$ cat src/rtl/uart_tx_stream.sv
// uart_tx_stream: UART transmitter fed by a valid/ready byte stream.
// Frame is LSB first: start (0), DATA_BITS data bits, optional parity,
// then STOP_BITS stop bits (1). A word accepted in the last cycle of the
// final stop bit starts the next frame with no idle gap.
//
// Ports:
//   clk    system clock, all logic on the rising edge
//   rst_n  synchronous active-low reset
//   data   payload, sampled only on the accept edge
//   valid  producer has a word on data
//   ready  transmitter can accept a word this cycle (combinational)
//   tx     serial line, idle high, registered
//   busy   a frame is in progress
module uart_tx_stream #(
  parameter int unsigned CLKS_PER_BIT = 104,
  parameter int unsigned DATA_BITS    = 8,
  parameter int unsigned PARITY       = 0,
  parameter int unsigned STOP_BITS    = 1
) (
  input  logic                 clk,
  input  logic                 rst_n,
  input  logic [DATA_BITS-1:0] data,
  input  logic                 valid,
  output logic                 ready,
  output logic                 tx,
  output logic                 busy
);

  // Reject illegal configurations at elaboration time.
  if (CLKS_PER_BIT < 2) begin : g_bad_clks_per_bit
    $error("uart_tx_stream: CLKS_PER_BIT must be >= 2");
  end
  if (DATA_BITS < 5 || DATA_BITS > 9) begin : g_bad_data_bits
    $error("uart_tx_stream: DATA_BITS must be 5..9");
  end
  if (PARITY > 2) begin : g_bad_parity
    $error("uart_tx_stream: PARITY must be 0, 1 or 2");
  end
  if (STOP_BITS < 1 || STOP_BITS > 2) begin : g_bad_stop_bits
    $error("uart_tx_stream: STOP_BITS must be 1 or 2");
  end

  localparam int unsigned BaudW = $clog2(CLKS_PER_BIT);
  localparam int unsigned BitW  = $clog2(DATA_BITS + 1);

  localparam logic [BaudW-1:0] BaudLast = BaudW'(CLKS_PER_BIT - 1);
  localparam logic [BitW-1:0]  DataLast = BitW'(DATA_BITS - 1);
  localparam logic [BitW-1:0]  StopLast = BitW'(STOP_BITS - 1);

  typedef enum logic [2:0] {
    StIdle,
    StStart,
    StData,
    StParity,
    StStop
  } state_e;

  state_e               state_q;
  logic [BaudW-1:0]     baud_q;
  logic [BitW-1:0]      bit_q;
  logic [DATA_BITS-1:0] shift_q;
  logic                 par_q;
  logic                 tx_q;

  logic baud_wrap;
  logic last_stop;
  logic accept;
  logic par_bit;

  always_comb begin
    baud_wrap = (baud_q == BaudLast);
    // Final cycle of the final stop bit: the only point a busy frame can take a new word.
    last_stop = (state_q == StStop) && (bit_q == StopLast) && baud_wrap;
    ready     = rst_n && ((state_q == StIdle) || last_stop);
    accept    = valid && ready;
    // Odd parity makes the total count of ones odd, even makes it even.
    par_bit   = (PARITY == 1) ? ~^data : ^data;
    busy      = (state_q != StIdle);
    tx        = tx_q;
  end

  // tx is computed alongside the state transition so it changes on the
  // same edge the FSM enters the corresponding bit period.
  always_ff @(posedge clk) begin
    if (!rst_n) begin
      state_q <= StIdle;
      tx_q    <= 1'b1;
      baud_q  <= '0;
      bit_q   <= '0;
      shift_q <= '0;
      par_q   <= 1'b0;
    end else if (accept) begin
      state_q <= StStart;
      tx_q    <= 1'b0;
      baud_q  <= '0;
      bit_q   <= '0;
      shift_q <= data;
      par_q   <= par_bit;
    end else if (state_q == StIdle) begin
      tx_q    <= 1'b1;
      baud_q  <= '0;
    end else if (!baud_wrap) begin
      baud_q  <= baud_q + 1'b1;
    end else begin
      // Bit boundary.
      baud_q <= '0;
      unique case (state_q)
        StStart: begin
          state_q <= StData;
          tx_q    <= shift_q[0];
          bit_q   <= '0;
        end
        StData: begin
          if (bit_q == DataLast) begin
            bit_q <= '0;
            if (PARITY != 0) begin
              state_q <= StParity;
              tx_q    <= par_q;
            end else begin
              state_q <= StStop;
              tx_q    <= 1'b1;
            end
          end else begin
            bit_q   <= bit_q + 1'b1;
            shift_q <= shift_q >> 1;
            tx_q    <= shift_q[1];
          end
        end
        StParity: begin
          state_q <= StStop;
          tx_q    <= 1'b1;
          bit_q   <= '0;
        end
        StStop: begin
          tx_q <= 1'b1;
          if (bit_q == StopLast) begin
            state_q <= StIdle;
            bit_q   <= '0;
          end else begin
            bit_q <= bit_q + 1'b1;
          end
        end
        default: begin
          state_q <= StIdle;
          tx_q    <= 1'b1;
          bit_q   <= '0;
        end
      endcase
    end
  end

endmodule

$ cat config.mk
export PLATFORM = sky130hd
export DESIGN_NAME = uart_tx_stream
export DESIGN_NICKNAME = d
export VERILOG_FILES = /design/src/rtl/uart_tx_stream.sv
export SDC_FILE = /design/constraint.sdc
export NUM_CORES = 1
export LEC_CHECK = 0
export ABC_AREA = 1
export CELL_PAD_IN_SITES_DETAIL_PLACEMENT = 1
export CELL_PAD_IN_SITES_GLOBAL_PLACEMENT = 1
export CORE_UTILIZATION = 43
export DETAILED_ROUTE_END_ITERATION = 8
export MAX_ROUTING_LAYER = met4
export PLACE_DENSITY = 0.87
export SLEW_MARGIN = 20
export SYNTH_ARGS = -nofsm -noshare
export SYNTH_HDL_FRONTEND = slang
export SYNTH_SLANG_ARGS = --single-unit
$ cat constraint.sdc
create_clock -name clk -period 4 [get_ports clk]
set_input_delay 0.4 -clock clk [delete_from_list [all_inputs] [get_ports clk]]
set_output_delay 0.4 -clock clk [all_outputs]
set_load 0.05 [all_outputs]
Yosys cells after proc, flatten, opt, wreduce, memory -nomap -nowiden:

Cells that the tools add are included.

* bits in registers: 23
* input port bits: 11
* logic and storage cells: 58

* $add $sub $neg: 2
* equality and inequality tests: 12
* mux-type cells: 19
* bitwise logic cells: 2
* reductions and logical operators: 17

Operators by type and width (count)
* two-way mux 8 bit: 5
* one-hot mux 3 bit (4 select lines): 1
* AND reduction 4 bit: 3
* two-way mux 4 bit: 2
* one-hot mux 4 bit (2 select lines): 1
* adder 7 x 1 -> 7 bit, second input constant: 1
* == test 7 bit, second input constant: 1
* two-way mux 1 bit: 7
* == test 3 x 2 -> 1 bit, second input constant: 2
* two-way mux 3 bit: 2
* inequality test 2 bit, second input constant: 3
* nonzero test 3 bit: 2
* adder 4 x 1 -> 4 bit, second input constant: 1
* == test 4 x 3 -> 1 bit, second input constant: 1
* logical AND 1 bit: 4
* logical NOT 4 bit: 1
* nonzero test 2 bit: 2
* OR reduction 4 bit: 1
* == test 3 x 1 -> 1 bit, second input constant: 1
* == test 3 bit, second input constant: 1
* logical NOT 3 bit: 1
* inequality test 3 x 2 -> 1 bit, second input constant: 1
* inequality test 3 bit, second input constant: 1
* inequality test 2 x 1 -> 1 bit, second input constant: 1
* other kinds (5): 6

Logic depth before layout (Yosys ltp):

* depth after elaboration: 8
* mapped depth: 11

Worst setup path after synthesis:

OpenSTA, ideal clock, no wires.

* kind: register to output
* start: reg baud_q[0]
* end: out ready
* arrival: 1.319 ns
* path slack: 2.281 ns
* cell stages (with the launch flop): 7
* path through: dfxtp_1 -> ha_1 -> nand2_1 -> clkinv_2 -> nand3_4 -> nand2_2 -> and2_1

* longest elaborated chain between the ends: 4

RTL lines
* start: declaration: RTL line 59 `logic [BaudW-1:0] baud_q;`
* start signal: assignment: RTL line 103 `baud_q <= baud_q + 1'b1;`
* == test 7 bit: RTL line 71 `baud_wrap = (baud_q == BaudLast);`
* logical AND 1 bit: RTL line 73 `last_stop = (state_q == StStop) && (bit_q == StopLast) && baud_wrap;`
* logical OR 1 bit: RTL line 74 `ready = rst_n && ((state_q == StIdle) || last_stop);`
* logical AND 1 bit: RTL line 74
* end: declaration: RTL line 24 `output logic ready,`

No other way between the ends.

Final worst setup path:

* start: in rst_n
* end: out ready

* longest elaborated chain between the ends: 1

RTL lines
* start: declaration: RTL line 21 `input logic rst_n,`
* logical AND 1 bit: RTL line 74

No other way between the ends.

==> out/metrics.yaml <==
route:
  avgViaCountPerCell: 5.05
  dr.first_iter.drc_count: 15
  finalWirelength_um: 2820
  vias: 1070
  route.antenna.remaining_nets: 0
  route.detailed.drc: 0
  routedWlPerCell_um: 13.3
  drt-pass1-iter-count: 4
clock_network:
  cts_post_setup_buffers_inserted: 0
  cts.sinks: 23
  clock_latency_on_the_worst_skew_pair_ns: 0.31
  cts_inserted_buffers: 3
  clock-root-buffer: "sky130_fd_sc_hd__clkbuf_4"
  cts.path.max_buffers: 2
  cts_repair_resize_count: 0
  ctsHoldBuffers: 0
  cts.htree.levels: 1
  tritoncts: "done"
  worst_setup_hold_path_clk_slew_ns: 0.13
timing:
  timing.final.crit_share_pct: 67.2
  post-route-min-period_ns: 2.69
  report.final.hold_viol_count: 0
  maxClockFrequency_mhz: 372
  slew_headroom_pct: 66.9
  clock_skew_ns: 0.00282
  setup_violations: 0
  post_route_setup_tns_ns: 0
  fin_ws_ns: 1.31
  tightest_slew_ns: 0.495
  hold_slack_ns: 0.467
  rsz_0062_raised_after_global_routing: "false"
  final-max-slew-violation-count: 0
power_and_ir_drop:
  power.switching_mw: 0.117
  power.ir.vdd_worst_uv: 218
  leakagePower_nw: 0.605
  power_frac_comb_pct: 15.9
  p_seq_share_pct: 57.6
  power_mw: 0.418
  internal_power_mw: 0.301
  clock_power_share_pct: 26.5
  netSwitchingFraction_pct: 28.0
  power.density_cell_area_nw_per_um2: 295
die:
  floorplan.die_area_um2: 3090
  die-height_um: 55.6
  initial_utilization_pct: 45.1
  fp.dieW_um: 55.6
  io_pins: 14
  core_region_area_um2: 2730
  row_count: 19
hold_path:
  hold_path_startpoint: "baud_q[0]"
  holdCritPathClass: "flip-flop to flip-flop"
  hold-path-cell-count: 1
  worst_hold_path.endpoint: "baud_q[0]"
logic_synthesis:
  syn-num-nets: 179
  area_share_of_and_or_nand_nor_cells_after_synthesis_pct: 37.0
  synth.top_cells.by_area: "sky130_fd_sc_hd__dfxtp_1 (37%), sky130_fd_sc_hd__nand2_1 (9.7%), sky130_fd_sc_hd__nor2_1 (7.9%), sky130_fd_sc_hd__inv_1 (6.4%), sky130_fd_sc_hd__nand3_1 (4.1%)"
  synth_seq_area_share_pct: 37.3
  synth-xor-area-share_pct: 2.84
  post_synth_fa_ha_maj_area_fraction_pct: 3.04
  synth.top_cell.area_share_pct: 37.3
  synth_cells: 165
  yosysWarnings: 0
  mappedNetlistArea_um2: 1230
  post_synth_num_cell_types: 32
  number_of_synthesized_flops_with_an_enable_pin: 0
  synth_largest_area_cell: "sky130_fd_sc_hd__dfxtp_1"
  synth.cells.most_frequent: "sky130_fd_sc_hd__nand2_1 (32), sky130_fd_sc_hd__nor2_1 (26), sky130_fd_sc_hd__dfxtp_1 (23)"
  yosys.cell_count.top_type: "sky130_fd_sc_hd__nand2_1"
  synth.area.mux_share_pct: 0
  synth_top_flop_cell: "sky130_fd_sc_hd__dfxtp_1"
  synth_top_family_by_area: "simple AND/OR/NAND/NOR gates"
  syn_area_per_cell_um2: 7.48
  postSynthRegisterBits: 23
  synth-compound-area-share_pct: 11.2
  synth_async_sr_flop_share_pct: 0
critical_path:
  r2r_cells: 10
  crit_path_end_kind: "primary output"
  worst_path_largest_cell_delay_ns: 0.80
  cp_max_fo: 8
  critical_path.reg2reg.endpoint: "bit_q[0]"
  classification_of_the_worst_setup_path: "primary input to primary output"
  timing.critical_path.required_ns: 3.60
  critical_path.cell_chain: "clkdlybuf4s50_1 -> nand2_1 -> a21oi_2 -> and2_1 -> clkdlybuf4s50_1"
  crit-reg2reg-launch: "baud_q[0]"
  critical-path-top-cell-by-count: "sky130_fd_sc_hd__clkdlybuf4s50_1"
  critical-path-slowest-cell: "sky130_fd_sc_hd__clkdlybuf4s50_1"
  r2r_setup_slk_ns: 2.15
  setup.worst_path.start_class: "primary input"
  worstPathArrival_ns: 2.29
global_route:
  grt_pass1_wl_um: 4950
  antenna_violations_before_repair: 0
  grt_max_degree: 15
  grt-ovfl-total: 0
  groute.usage.overall_pct: 21.3
  grt_pass1_vias: 1128
cells_and_area:
  fraction_of_final_layout_cells_with_drive_strength_greater_than_1_pct: 14.4
  final_core_util_pct: 51.9
  antenna-diode-count: 0
  layout-area-overhead-vs-synth_pct: 14.9
  final_net_count: 196
placement:
  io_buffer_count: 13
  dp_slack_ns: 1.33
  gp_congestion: 0.788
  detailed_place_hpwl_um: 2200
job:
  max-cap-violations: 0
run_status:
  result_of_the_run: "finished clean"
==> per-layer routing <==
layer  track usage, %  wire (um)  vias to the layer above
met4             10.4         65                        0
met1             24.7       1230                      503
li1                 -          -                      549
met2             36.0       1470                       14
met3             3.28         57                        4
met5                -          0                        -
==> registers in the layout, indices dropped and copies added (netlist names) <==
signal   cells
baud_q       7
shift_q      8
bit_q        4
tx           1
state_q      3
==> cells in the final DEF (no fill, tap or decap), types with 2 or more instances in the layout <==
cell,synthesis,final
sky130_fd_sc_hd__clkbuf_4,0,3
sky130_fd_sc_hd__clkdlybuf4s50_1,0,13
sky130_fd_sc_hd__inv_2,2,2
sky130_fd_sc_hd__nand2_2,2,2
sky130_fd_sc_hd__o21ai_2,5,5
sky130_fd_sc_hd__nand3_2,2,2
sky130_fd_sc_hd__o21ai_0,3,3
sky130_fd_sc_hd__a21oi_1,8,8
sky130_fd_sc_hd__nand2_1,32,32
sky130_fd_sc_hd__xor2_1,4,4
sky130_fd_sc_hd__nor2_4,4,4
sky130_fd_sc_hd__dfxtp_1,23,23
sky130_fd_sc_hd__nor3_1,3,3
sky130_fd_sc_hd__inv_1,21,21
sky130_fd_sc_hd__ha_1,3,3
sky130_fd_sc_hd__nor2_1,26,26
sky130_fd_sc_hd__nand3_1,10,10
==> worst max-delay path: cells and delay by family <==
family	cells	cell delay [ns]
AOI/OAI and AO/OA	1	0.17
and+or+nand+nor	2	0.29
buffers and inverters	2	1.43
==> power groups by stage <==
stage,clock (mW),combinational (mW),sequential [mW]
6_report,0.111,0.0665,0.241
3_5_place_dp,0,0.0665,0.246
4_1_cts,0.115,0.0678,0.241
3_3_place_gp,0,0.0639,0.246
5_1_grt,0.123,0.0734,0.242
2_1_floorplan,0,0.0396,0.249
==> final cells by class <==
cell class / instances / area (um^2)
timing repair buffer: 13 / 130
sequential: 23 / 460
tap: 31 / 38.8
clock buffer: 4 / 26.3
multi-input combinational: 116 / 667
inverter: 25 / 95.1
fill: 354 / 1320
==> stage by stage <==
step                      cells  cell area (um^2)
after detailed placement    208              1390
after global placement      208              1390
final                       212              1420
after floorplan             165              1230
after CTS                   212              1420
after global routing        212              1420
==> worst max path at each step <==
stage,start,endpoint,slack [ns],cells past startpoint
after floorplan,baud_q[0],ready,2.28,6
after global placement,rst_n,ready,1.36,5
after detailed placement,rst_n,ready,1.33,5
after CTS,rst_n,ready,1.29,5
after global routing,rst_n,ready,1.23,5
final,rst_n,ready,1.31,5
==> logic make-up (layout without fill, tap and decap cells) <==
logic type | after synthesis | in the layout
AOI/OAI and AO/OA | 21 | 21
and+or+nand+nor | 88 | 88
DFF | 23 | 23
adders and majority gates | 3 | 3
xor gates and xnor gates | 4 | 4
buffers and inverters | 26 | 42
Note: power is estimated with default switching activity, not from simulation.
